## config.mk

```make
export PLATFORM = sky130hd
export DESIGN_NAME = rssb_loader
export DESIGN_NICKNAME = d
export VERILOG_FILES = /design/src/rtl/rssb_loader.sv
export SDC_FILE = /design/constraint.sdc
export NUM_CORES = 1
export LEC_CHECK = 0
export ABC_CLOCK_PERIOD_IN_PS = 1900
export BUFFER_PORTS_ARGS = -buffer_cell sky130_fd_sc_hd__buf_2
export CAP_MARGIN = 25
export CORE_ASPECT_RATIO = 2
export CORE_UTILIZATION = 56
export CTS_BUF_LIST = sky130_fd_sc_hd__clkbuf_16
export CTS_CLUSTER_DIAMETER = 50
export CTS_CLUSTER_SIZE = 10
export DETAILED_ROUTE_END_ITERATION = 8
export PLACE_DENSITY_LB_ADDON = 0.2
export SYNTH_ARGS = -nofsm -noshare
export SYNTH_HDL_FRONTEND = slang
export SYNTH_SLANG_ARGS = --single-unit
export TNS_END_PERCENT = 5
```

## constraint.sdc

```tcl
create_clock -name clk -period 1.9 [get_ports clk]
set_input_delay 0.285 -clock clk [delete_from_list [all_inputs] [get_ports clk]]
set_output_delay 0.285 -clock clk [all_outputs]
set_load 0.005 [all_outputs]
```

## src/rtl/rssb_loader.sv

```systemverilog
// ============================================================================
//  Module      : rssb_loader
//  Description : Streams a program into the RSSB data memory over valid/ready,
//                holding the core in reset until the last byte is committed.
//                Optional trailing checksum byte: define RSSB_LOADER_CSUM_EN.
//  Revision    : 1.0 - initial release
// ============================================================================
`default_nettype none

module rssb_loader #(
   parameter int WIDTH = 8
) (
   input  logic             clk,
   input  logic             rst,
   input  logic             start,
   input  logic [WIDTH-1:0] last_addr,
   input  logic             in_valid,
   input  logic [WIDTH-1:0] in_data,
   output logic             in_ready,
   output logic             mem_we,
   output logic [WIDTH-1:0] mem_addr,
   output logic [WIDTH-1:0] mem_wdata,
   output logic             core_rst,
   output logic             done,
   output logic             error,
   output logic [WIDTH:0]   count
);

`ifdef RSSB_LOADER_CSUM_EN
   typedef enum logic [1:0] {
      S_IDLE  = 2'd0,
      S_LOAD  = 2'd1,
      S_RUN   = 2'd2,
      S_ERROR = 2'd3
   } state_t;
`else
   typedef enum logic [1:0] {
      S_IDLE  = 2'd0,
      S_LOAD  = 2'd1,
      S_RUN   = 2'd2
   } state_t;
`endif

   localparam logic [WIDTH-1:0] c_PTR_ONE = 1;
   localparam logic [WIDTH:0]   c_CNT_ONE = 1;

   state_t           state_q, state_d;
   logic [WIDTH-1:0] last_q, last_d;
   logic [WIDTH-1:0] ptr_q, ptr_d;
   logic [WIDTH:0]   count_q, count_d;
   logic             we_q, we_d;
   logic [WIDTH-1:0] addr_q, addr_d;
   logic [WIDTH-1:0] wdata_q, wdata_d;
   logic             run_q, run_d;
`ifdef RSSB_LOADER_CSUM_EN
   logic             csum_ph_q, csum_ph_d;
   logic [WIDTH-1:0] sum_q, sum_d;
   logic [WIDTH-1:0] w_sum_total;
`endif

   logic w_xfer;
   logic w_last;
   logic w_restart;

   assign w_xfer = in_valid && (state_q == S_LOAD);
   assign w_last = (ptr_q == last_q);

   always_ff @(posedge clk) begin
      if (!rst) begin
         state_q   <= S_IDLE;
         last_q    <= '0;
         ptr_q     <= '0;
         count_q   <= '0;
         we_q      <= 1'b0;
         addr_q    <= '0;
         wdata_q   <= '0;
         run_q     <= 1'b0;
`ifdef RSSB_LOADER_CSUM_EN
         csum_ph_q <= 1'b0;
         sum_q     <= '0;
`endif
      end else begin
         state_q   <= state_d;
         last_q    <= last_d;
         ptr_q     <= ptr_d;
         count_q   <= count_d;
         we_q      <= we_d;
         addr_q    <= addr_d;
         wdata_q   <= wdata_d;
         run_q     <= run_d;
`ifdef RSSB_LOADER_CSUM_EN
         csum_ph_q <= csum_ph_d;
         sum_q     <= sum_d;
`endif
      end
   end

   // start is honoured everywhere except mid-load
   assign w_restart = start && (state_q != S_LOAD);

`ifdef RSSB_LOADER_CSUM_EN
   assign w_sum_total = sum_q + in_data;
`endif

   always_comb begin
      state_d   = state_q;
      last_d    = last_q;
      ptr_d     = ptr_q;
      count_d   = count_q;
      we_d      = 1'b0;
      addr_d    = addr_q;
      wdata_d   = wdata_q;
      run_d     = 1'b0;
`ifdef RSSB_LOADER_CSUM_EN
      csum_ph_d = csum_ph_q;
      sum_d     = sum_q;
`endif
      if (w_restart) begin
         state_d   = S_LOAD;
         last_d    = last_addr;
         ptr_d     = '0;
         count_d   = '0;
`ifdef RSSB_LOADER_CSUM_EN
         csum_ph_d = 1'b0;
         sum_d     = '0;
`endif
      end else if (state_q == S_RUN) begin
         // core release lags entry into RUN by one edge so the final write lands first
         run_d = 1'b1;
      end else if (w_xfer) begin
`ifdef RSSB_LOADER_CSUM_EN
         if (csum_ph_q) begin
            csum_ph_d = 1'b0;
            state_d   = (w_sum_total == '0) ? S_RUN : S_ERROR;
         end else begin
            we_d    = 1'b1;
            addr_d  = ptr_q;
            wdata_d = in_data;
            ptr_d   = ptr_q + c_PTR_ONE;
            count_d = count_q + c_CNT_ONE;
            sum_d   = w_sum_total;
            if (w_last) begin
               csum_ph_d = 1'b1;
            end
         end
`else
         we_d    = 1'b1;
         addr_d  = ptr_q;
         wdata_d = in_data;
         ptr_d   = ptr_q + c_PTR_ONE;
         count_d = count_q + c_CNT_ONE;
         if (w_last) begin
            state_d = S_RUN;
         end
`endif
      end
   end

   assign in_ready  = (state_q == S_LOAD);
   assign mem_we    = we_q;
   assign mem_addr  = addr_q;
   assign mem_wdata = wdata_q;
   assign core_rst  = run_q;
   assign done      = run_q;
   assign count     = count_q;
`ifdef RSSB_LOADER_CSUM_EN
   assign error     = (state_q == S_ERROR);
`else
   assign error     = 1'b0;
`endif

endmodule

`default_nettype wire

```

Word level (Yosys, flattened, before mapping)
Index checks and enable logic that the tools add are counted.
{ "word_totals": {"word_cells": 35, "input_bits": 20, "ff_bits": 45, "out_inout_bits": 30} }
{ "classes": {"mux": 6, "n_bitwise": 3, "n_reduce_logical": 10, "add_sub_neg": 2, "n_eq_ne": 5} }
{ "ops": {"columns": ["operator", "count"], "rows": [
  ["$add 9x1->9 const B", 1],
  ["$reduce_and 3->1", 3],
  ["$add 8x1->8 const B", 1],
  ["$eq 8x8->1", 1],
  ["$mux 1", 6],
  ["$reduce_bool 2->1", 2],
  ["$not 1->1", 3],
  ["$reduce_or 3->1", 1],
  ["$eq 2x1->1 const B", 1],
  ["$eq 2x2->1 const B", 1],
  ["$logic_and 1x1->1", 2],
  ["$ne 2x1->1 const B", 1],
  ["$ne 2x2->1 const B", 1],
  ["$reduce_and 2->1", 1],
  ["$reduce_or 2->1", 1]
]} }

Longest topological paths before layout
Gate-level depths: netlist of run 1.
{ "depth": {"depth_word": 5, "depth_mapped": 6, "ltp_nobuf": 5} }

Worst setup path before layout of run 1
No wires, ideal clock.
{ "synth_path": {"kind": "reg2reg", "startpoint": "register count_q[0] (netlist: count[0])", "endpoint": "register count_q[8] (netlist: count[8])", "stages_incl_launch_ff": 6, "setup_time_ps": 115, "setup_slack_ps": 651, "n_path_buf": 0, "t_required_ps": 1785, "arrival_time_ps": 1135, "path_cell_list": "dfxtp_1 -> ha_1 -> and3_1 -> nor4b_2 -> xnor2_1 -> nor2_1"} }
{ "synth_between": {"elab_chain_len": 1} }
{ "synth_rtl": {"columns": ["item", "line_no", "source"], "rows": [
  ["start, declared", "50", "logic [WIDTH:0] count_q, count_d;"],
  ["start signal, assigned", "86", "count_q <= count_d;"],
  ["$add 9x1->9", "151", "count_d = count_q + c_CNT_ONE;"]
]} }
Every way passes these cells.
A chain may end at the register's enable or synchronous reset.

Final worst setup path of run 1
{ "layout_path": {"startpoint": "register state_q[0]", "endpoint": "register ptr_q[4]"} }
{ "layout_between": {"elab_chain_len": 3, "word_cells_on_any_way": 8} }
{ "layout_rtl": {"columns": ["item", "line_no", "source"], "rows": [
  ["start, declared", "47", "state_t state_q, state_d;"],
  ["start signal, assigned", "83", "state_q <= state_d;"],
  ["$eq 2x1->1 (tied with other cells)", "65", "assign w_xfer = in_valid && (state_q == S_LOAD);"],
  ["$logic_and 1x1->1 (tied with other cells)", "65", null],
  ["$reduce_and 2->1 (no source line) or $reduce_or 2->1 (tied branches)", null, null],
  ["end signal, assigned", "85", "ptr_q <= ptr_d;"],
  ["end, declared", "49", "logic [WIDTH-1:0] ptr_q, ptr_d;"]
]} }
Parallel ways exist; a longest one is shown, timed or not.

==> out/results.ini, run 1 <==
[status]
status=finished, violations left
violations=design-rule violations

[cells_and_area]
area_growth_pct=17.2
diodes=0
layout-drive-gt1-share=0.250
final_cells=280
nNetsFinal=269
utilization=0.684

[power_and_ir_drop]
power_density_nw_per_um2=918
vdd_ir_drop_max_mv=0.709
p_leak_nw=0.977

[worst_setup_path]
worst-path-buf-inv=1
startpoint_type=flip-flop
crit_family=simple AND/OR/NAND/NOR gates
cp.arrival_ps=1600
rrSetupSlack_ps=480
path_depth=5
r2r-start=state_q[0]
r2r_cells=5
critPathRequiredTime_ps=2070
end_kind=flip-flop
cp_max_fo=28
critical_path_class=flip-flop to flip-flop
slowest_stage=dfxtp_1
cpPeakStageDelay_ps=420
rr_endpoint=ptr_q[4]
crit_chain=and3b_1 > buf_4 > nand4_1 > xor2_1 > nor2_1

[timing]
skew_ps=4.90
setup_viol=0
min_period_ps=1420
final.setup.tns_ps=0
rsz0062_at_grt=false
clock.fmax_mhz=703
post-route-period-util=0.749
hold_viol_final=0
finalMaxSlewViolations=0

[drt]
firstDrtPassIters=6
drc_errors=5
post_drt_wl_per_cell_um=12.4
wl_um=3460
drtAntennaViolNets=0
vias_per_cell=5.19
initialDrtViolationCount=25
vias=1453

[yosys]
yosys.area.top_type=dfxtp_1
yosys-top-cells-area=dfxtp_1 46%, nand2_1 7.7%, xnor2_1 6.7%
synth_cells=205
synth.distinct_cells=34
syn_nets=227
synth_top_area_frac=0.462
synth_warnings=0
synth_area_um2=1950
ys_seq_area_frac=0.462
syn_avg_cell_area_um2=9.50
synth_seq_cells=45

[clocking]
cts_tree=done
postCtsSetupRepairBufs=0
cts_sinks=45
cts_buffer_depth=2
holdBufCountCts=0
htreeDepth=2
insertion_delay_ps=280
numCtsBuffers=5
cts_root_buffer=clkbuf_16
cts_resized=0
clkTransAtPathRegs_ps=60

[grt]
grt_pass1_vias=1369
grt-ovfl-total=0
grt_usage=0.205
grt_max_degree=29
grt_pass1_wl_um=5820
antenna_found_initial=0

[floorplan]
initial_core_util=0.583
core_um2=3340
die_area_um2=3730
chipHeight_um=85.4
rows=30
io_pins=50
die_w_um=43.7

[place]
detailed_place_hpwl_um=2420
numPortBuffers=48
dp.cells=272
globalplace.congestion=0.815

[min_path]
hold_class=primary input to flip-flop
worstHoldStart=in_data[3]
hold_end=mem_wdata[3]
whs_path_depth=3

[job]
cap_violations=0

[kinds of logic (layout without fill, tap and decap cells)]
family,count (synthesis),after routing,synth area share
buffers and inverters,16,59,0.0649
multiplexers,8,8,0.0411
flip-flops,45,45,0.462
AO/OA/AOI/OAI,20,20,0.0745
adder cells (fa/ha/maj),2,2,0.0128
other,1,1,0.00192
XOR/XNOR,23,23,0.103
AND/OR/NAND/NOR,90,90,0.239
[sequential cells by signal (all words and copies together) (netlist names)]
name / cells
last_q: 8
core_rst: 1
mem_addr: 8
count: 9
mem_we: 1
ptr_q: 8
state_q: 2
mem_wdata: 8
[cells in the final DEF, fill, tap and decap left out, types with 2 or more instances in the layout]
cell type  count
a21boi_0      13
a21boi_1       3
a21oi_1        2
and3_1         2
buf_2         48
clkbuf_16      5
dfxtp_1       45
ha_1           2
inv_1          2
mux2i_1        8
nand2_1       40
nand3_1        3
nand4_1        7
nor2_1        17
nor2b_1        8
nor3_1         3
xnor2_1       15
xor2_1         8
[worst max path at each step]
stage,start,to,slack (ps)
after floorplan,count[0],count[8],650
after global placement,ptr_q[2],state_q[1],510
after detailed placement,ptr_q[2],state_q[1],510
after CTS,state_q[0],ptr_q[4],470
after global routing,state_q[0],ptr_q[6],350
final,state_q[0],ptr_q[4],480
[stage by stage]
step / cell area (um2) / worst slack, ps / hold WS, ps / power (W)
floorplan: 1950 / 651 / 420 / 0.00113
global placement: 2120 / 505 / 440 / 0.00116
detailed placement: 2120 / 514 / 444 / 0.00116
CTS: 2280 / 465 / 243 / 0.00212
global route: 2280 / 347 / 259 / 0.00217
finish: 2280 / 477 / 248 / 0.00210
[tightest hold or removal path, stage by stage]
cell and delay [ps]:
buf_2 90, nand2_1 40, a21boi_0 60
[synth_stat cells]
master / count
a21oi_1: 2
inv_1: 2
nor3_1: 3
dfxtp_1: 45
and3_1: 2
buf_4: 3
xnor2_1: 15
a21boi_1: 3
nand4_1: 7
nand3_1: 3
conb_1: 1
mux2i_1: 8
and2b_1: 1
o21ba_2: 1
nor4b_2: 1
nor3_2: 1
nand2_8: 1
nor3b_1: 1
ha_1: 2
nor4_1: 1
a21boi_0: 13
and2_1: 1
nand3b_4: 1
and3b_1: 1
buf_2: 1
buf_12: 1
nor2_1: 17
nor2b_1: 8
nand2b_4: 1
clkbuf_1: 4
xor2_1: 8
buf_6: 5
nand2_1: 40
o21ai_0: 1
[metal layers]
metal	global-route usage	vias up	share of wire
met4	0.119	0	0.033
met3	0.0468	11	0.042
met1	0.223	659	0.39
met5	0	-	0
met2	0.346	35	0.54
li1	-	748	-
[cell type report]
cell class	count	area (um2)
inverters	2	7.51
repair buffers	49	248
multi-input cells	144	921
clock buffers	5	125
well taps	32	40.0
flip-flops and latches	45	901
clock inverters	3	41.3
fillers	288	1060
[power by group]
part           switching (W)  leakage [nW]  internal, W
Sequential         0.0000182         0.365     0.000969
Combinational      0.0000798         0.535    0.0000715
Clock               0.000343        0.0775     0.000615
Note: power is estimated with default switching activity, not from simulation.
==> run 2: changes to the inputs <==
--- a/config.mk
+++ b/config.mk
@@ -5,11 +5,12 @@
 export SDC_FILE = /design/constraint.sdc
 export NUM_CORES = 1
 export LEC_CHECK = 0
-export ABC_CLOCK_PERIOD_IN_PS = 1900
+export ABC_AREA = 1
+export ABC_CLOCK_PERIOD_IN_PS = 1350
 export BUFFER_PORTS_ARGS = -buffer_cell sky130_fd_sc_hd__buf_2
 export CAP_MARGIN = 25
 export CORE_ASPECT_RATIO = 2
-export CORE_UTILIZATION = 56
+export CORE_UTILIZATION = 51
 export CTS_BUF_LIST = sky130_fd_sc_hd__clkbuf_16
 export CTS_CLUSTER_DIAMETER = 50
 export CTS_CLUSTER_SIZE = 10
==> constraint.sdc (replaced) <==
create_clock -name clk -period 1.35 [get_ports clk]
set_input_delay 0.2025 -clock clk [delete_from_list [all_inputs] [get_ports clk]]
set_output_delay 0.2025 -clock clk [all_outputs]
set_load 0.005 [all_outputs]
==> run 2 against run 1 <==
- the run now ends clean
- critical path type unchanged
- largest cell class is now flip-flops and latches
- total power grew 34%
- cell count grew 22%
- utilization grew 0.40 points
- cell area grew 2.8%
- first-iteration DRC count grew 20%
- clock power grew 19%
- global-route usage grew 2.2 points
- synthesized cell count grew 14%
- critical endpoint is now count[7]
==> out/results.ini, run 2 <==
[clocking]
holdBufCountCts=0
cts_sinks=45
cts_tree=done
cts_buffer_depth=2
insertion_delay_ps=280
clkTransAtPathRegs_ps=60
htreeDepth=2
cts_root_buffer=clkbuf_16
postCtsSetupRepairBufs=0
numCtsBuffers=5

[cells_and_area]
area_growth_pct=28.0
nNetsFinal=315
diodes=0
final_cells=342
nFillCells=304
multiInputGateArea_um2=796
seq_area_um2=905
final_cell_mix=48 x nand2_1, 48 x buf_2, 42 x dfxtp_1, 30 x a21oi_1
postLayoutCellArea_um2=2350
largest_reg_flops=9
layout-drive-gt1-share=0.293

[timing]
hold_viol_final=0
skew_ps=4.89
setup_viol=0
whs_ps=165
finalWorstSetupSlack_ps=79.0
min_period_ps=1270
finalMaxSlewViolations=0
post-route-period-util=0.941
clock.fmax_mhz=787
final.setup.tns_ps=0
rsz0062_at_grt=true

[worst_setup_path]
cp_max_fo=5
cp.arrival_ps=1450
slowest_stage=dfxtp_1
crit_chain=nand3_1 > nor2_2 > nand2_1 > inv_1 > nand3_1 > o21ai_0 > nor2_1
startpoint_type=flip-flop
critPathRequiredTime_ps=1530
cpPeakStageDelay_ps=410
crit_top_cell=nand3_1
critical_path_class=flip-flop to flip-flop
end_kind=flip-flop

[job]
cap_violations=0

[power_and_ir_drop]
internal_power_w=0.00217
power_density_nw_per_um2=1200
p_sw_frac=0.227
pwr-share-seq=0.501
p_leak_nw=1.07
vdd_ir_drop_max_mv=1.07
net-switching-power_w=0.000637
clkPwrFrac=0.405
power_frac_comb=0.093

[min_path]
hold_class=primary input to flip-flop

[grt]
grt-ovfl-total=0
grt_max_degree=25
antenna_found_initial=0
grt_pass1_vias=1554
grt_pass1_wl_um=6470
grt_usage=0.227

[drt]
wl_um=3940
drtAntennaViolNets=0
drc_errors=0
vias_per_cell=4.83
initialDrtViolationCount=30
vias=1651
post_drt_wl_per_cell_um=11.5
firstDrtPassIters=4

[yosys]
synth-edff-count=0
yosys.area.top_type=dfxtp_1
ys_seq_area_frac=0.491
synth-main-ff-cell=dfxtp_1
synth_top_area_frac=0.491
synth_cells=234
synth_most_common_cell=nand2_1
synth_area_um2=1830
yosys-top-cells-area=dfxtp_1 49%, nand2_1 9.8%, a21oi_1 8.2%
async_flop_share=0
synth_seq_cells=45
synth_common_cells=48 x nand2_1, 45 x dfxtp_1, 30 x a21oi_1, 24 x nor2_1
syn_avg_cell_area_um2=7.84
synth_warnings=0
syn_nets=256
synth.distinct_cells=25

[floorplan]
io_pins=50
rows=30
chipHeight_um=86.8
core_um2=3420
die_area_um2=3850
initial_core_util=0.537
die_w_um=44.4

[place]
place_area_um2=2190
numPortBuffers=48
dp.cells=334
dp_slack_ps=4.58
globalplace.congestion=0.842
detailed_place_hpwl_um=2940

[status]
status=finished clean

==> run 2: cell types whose count changed in the layout (fill, tap and decap cells not counted), moves of 5 or more <==
cell / delta
a21oi_1: +28
inv_1: +20
o21ai_0: +20
a21boi_0: -13
buf_4: +12
xnor2_1: -9
mux2i_1: -8
nand2_1: +8
nor2b_1: -8
nand4_1: -6
nor2_1: +5
==> run 2: metrics by stage <==
stage	util	total power (W)
5_1_grt	0.688	0.00294
4_1_cts	0.682	0.00283
3_3_place_gp	0.640	0.00169
2_1_floorplan	-	0.00159
6_report	0.688	0.00281
3_5_place_dp	0.640	0.00170
==> run 2: cell families after synthesis <==
kind of cell	share of synthesized area
DFF	0.491
buffers and inverters	0.0846
and+or+nand+nor	0.222
other	0.00204
adders and majority gates	0.0136
xor gates and xnor gates	0.0477
AOI/OAI and AO/OA	0.139
==> run 2: final timing paths <==
check	slack, ps	endpoint	from	cells after the start
worst min-delay path	160	mem_wdata[7]	in_data[7]	3
worst max-delay path	80	count[7]	count[2]	7
worst min register to register	460	mem_wdata[7]	mem_wdata[7]	2
worst max register to register	80	count[7]	count[2]	7
==> run 2: worst max-delay path, delay by kind of cell (launching register included) <==
kind / cells / cell delay, ps
compound gates: 1 / 160
buf+inv: 1 / 100
flops: 1 / 410
simple gates: 5 / 500
==> run 2: final cells by class <==
type,instances,share of cell area
Clock buffer,5,0.0533
Clock inverter,3,0.00639
Inverter,24,0.0384
Multi-Input combinational cell,155,0.339
Sequential cell,45,0.385
Tap cell,48,0.0256
Timing Repair Buffer,62,0.152
==> run 2: routing by layer <==
| metal | part of all wire | global-route usage | vias to the layer above |
|---|---|---|---|
| met5 | 0 | 0 | - |
| met4 | 0.044 | 0.138 | 0 |
| met3 | 0.032 | 0.0396 | 11 |
| met2 | 0.55 | 0.424 | 46 |
| met1 | 0.38 | 0.213 | 735 |
| li1 | - | - | 859 |
==> run 2: timing repair <==
action                                  in CTS  in global routing
endpoints found under the setup margin       1                 10
resized for setup                            1                  7
cloned                                       0                  0
pin swaps                                    1                  0
==> run 2: power by group through the flow <==
stage | sequential (W) | combinational (W) | clock, W
after floorplan | 0.00143 | 0.000154 | 0
after global placement | 0.00143 | 0.000260 | 0
after detailed placement | 0.00144 | 0.000262 | 0
after CTS | 0.00141 | 0.000263 | 0.00116
after global routing | 0.00141 | 0.000300 | 0.00123
final | 0.00141 | 0.000262 | 0.00114
==> run 3: changes to the inputs <==
--- a/config.mk
+++ b/config.mk
@@ -5,12 +5,11 @@
 export SDC_FILE = /design/constraint.sdc
 export NUM_CORES = 1
 export LEC_CHECK = 0
-export ABC_AREA = 1
 export ABC_CLOCK_PERIOD_IN_PS = 1350
 export BUFFER_PORTS_ARGS = -buffer_cell sky130_fd_sc_hd__buf_2
 export CAP_MARGIN = 25
 export CORE_ASPECT_RATIO = 2
-export CORE_UTILIZATION = 51
+export CORE_UTILIZATION = 52
 export CTS_BUF_LIST = sky130_fd_sc_hd__clkbuf_16
 export CTS_CLUSTER_DIAMETER = 50
 export CTS_CLUSTER_SIZE = 10
==> run 3 against run 2 <==
- die area increased by 4.0%
- worst setup slack improved by 5.6 ps
- clock power about the same
- flip-flop and latch count unchanged
- cell area increased by 2.5%
- global-route usage decreased by 0.79 points
- cell count decreased by 9.4%
- hold slack got worse by 1.1 ps
- total power decreased by 1.9%
- critical path depth decreased by 3
- maximum frequency increased by 0.45%
- clock-buffer cell count unchanged
==> out/results.ini, run 3 (same netlist as run 1, synthesis figures left out) <==
[cells_and_area]
layout-drive-gt1-share=0.295
diodes=0
area_growth_pct=23.5
nNetsFinal=282
final_cell_mix=48 x buf_2, 44 x dfxtp_1, 40 x nand2_1, 17 x nor2_1, 15 x xnor2_1
nFillCells=331
utilization=0.667
largest_reg_flops=9
multiInputGateArea_um2=941
seq_area_um2=902
mostFrequentLayoutCell=buf_2

[floorplan]
core_um2=3610
initial_core_util=0.540
io_pins=50
die_area_um2=4010
rows=31
die_w_um=45.3
chipHeight_um=88.6

[worst_setup_path]
rrSetupSlack_ps=80
critPathRequiredTime_ps=1580
critical_path_class=flip-flop to flip-flop
end_kind=flip-flop
startpoint_type=flip-flop
cp.arrival_ps=1500
cp_max_fo=2

[drt]
drtAntennaViolNets=0
post_drt_wl_per_cell_um=12.0
firstDrtPassIters=3
drc_errors=0
initialDrtViolationCount=30
vias_per_cell=4.91
wl_um=3730
vias=1521

[clocking]
postCtsSetupRepairBufs=0
holdBufCountCts=0
cts_sinks=45
cts_root_buffer=clkbuf_16
cts_resized=0
htreeDepth=2
numCtsBuffers=5
cts_buffer_depth=2
insertion_delay_ps=280
cts_tree=done
clkTransAtPathRegs_ps=60

[grt]
grt_max_degree=20
grt_pass1_vias=1439
antenna_found_initial=0
grt_pass1_wl_um=6400
grt-ovfl-total=0
grt_usage=0.219

[place]
numPortBuffers=48
globalplace.congestion=0.842
detailed_place_hpwl_um=2800

[power_and_ir_drop]
p_leak_nw=1.06
power_density_nw_per_um2=1140
vdd_ir_drop_max_mv=0.952

[min_path]
hold_class=primary input to flip-flop

[timing]
setup_viol=0
hold_viol_final=0
finalMaxSlewViolations=0
min_period_ps=1270
final.setup.tns_ps=0
rsz0062_at_grt=false
post-route-period-util=0.937
skew_ps=4.68
clock.fmax_mhz=790

[job]
cap_violations=0

[status]
status=finished clean

-- run 3: cell count changes in the layout (fill, tap and decap cells not counted), moves of 9 or more --
| cell | before | now |
|---|---|---|
| inv_1 | 22 | 5 |
| o21ai_0 | 21 | 1 |
| xnor2_1 | 6 | 15 |
| a21boi_0 | 0 | 13 |
| a21oi_1 | 30 | 2 |
-- run 3: per-stage QoR --
stage	cell area (um2)	setup WS, ps	cells	total power (W)	hold slack, ps
2_1_floorplan	1950	101	205	0.00159	337
3_3_place_gp	2250	102	302	0.00165	440
3_5_place_dp	2250	83.1	302	0.00166	450
4_1_cts	2380	63.8	310	0.00279	157
5_1_grt	2410	22.4	310	0.00289	154
6_report	2410	84.7	310	0.00275	164
-- run 3: worst paths after layout --
kind,depth (start not counted),end,start
setup / recovery,4,state_q[1],ptr_q[1]
hold / removal,3,mem_wdata[2],in_data[2]
setup reg to reg,4,state_q[1],ptr_q[1]
hold reg to reg,1,core_rst,state_q[0]
-- run 3: worst max-delay path: stages, from the launching register on --
cell and delay [ps]:
dfxtp_1 320, xnor2_1 190, nand4_1 130, nor4_1 400, o21ba_2 180
-- run 3: area by class of cell --
| cell class | count | area share |
|---|---|---|
| Timing Repair Buffer | 62 | 0.149 |
| Inverter | 2 | 0.00312 |
| Multi-Input combinational cell | 144 | 0.391 |
| Clock buffer | 5 | 0.0520 |
| Sequential cell | 45 | 0.375 |
| Tap cell | 49 | 0.0255 |
| Clock inverter | 3 | 0.00468 |
-- run 3: layer usage --
| layer | up-vias | track usage | share of wire |
|---|---|---|---|
| met5 | - | 0 | 0 |
| met4 | 0 | 0.107 | 0.019 |
| met3 | 6 | 0.0490 | 0.028 |
| met2 | 29 | 0.378 | 0.57 |
| met1 | 716 | 0.242 | 0.38 |
| li1 | 770 | - | - |
-- run 3: power breakdown --
group / leakage [nW] / internal, W / total (W) / switching, W
Combinational: 0.621 / 0.000120 / 0.000238 / 0.000118
Sequential: 0.365 / 0.00136 / 0.00139 / 0.0000240
Clock: 0.0776 / 0.000665 / 0.00113 / 0.000464
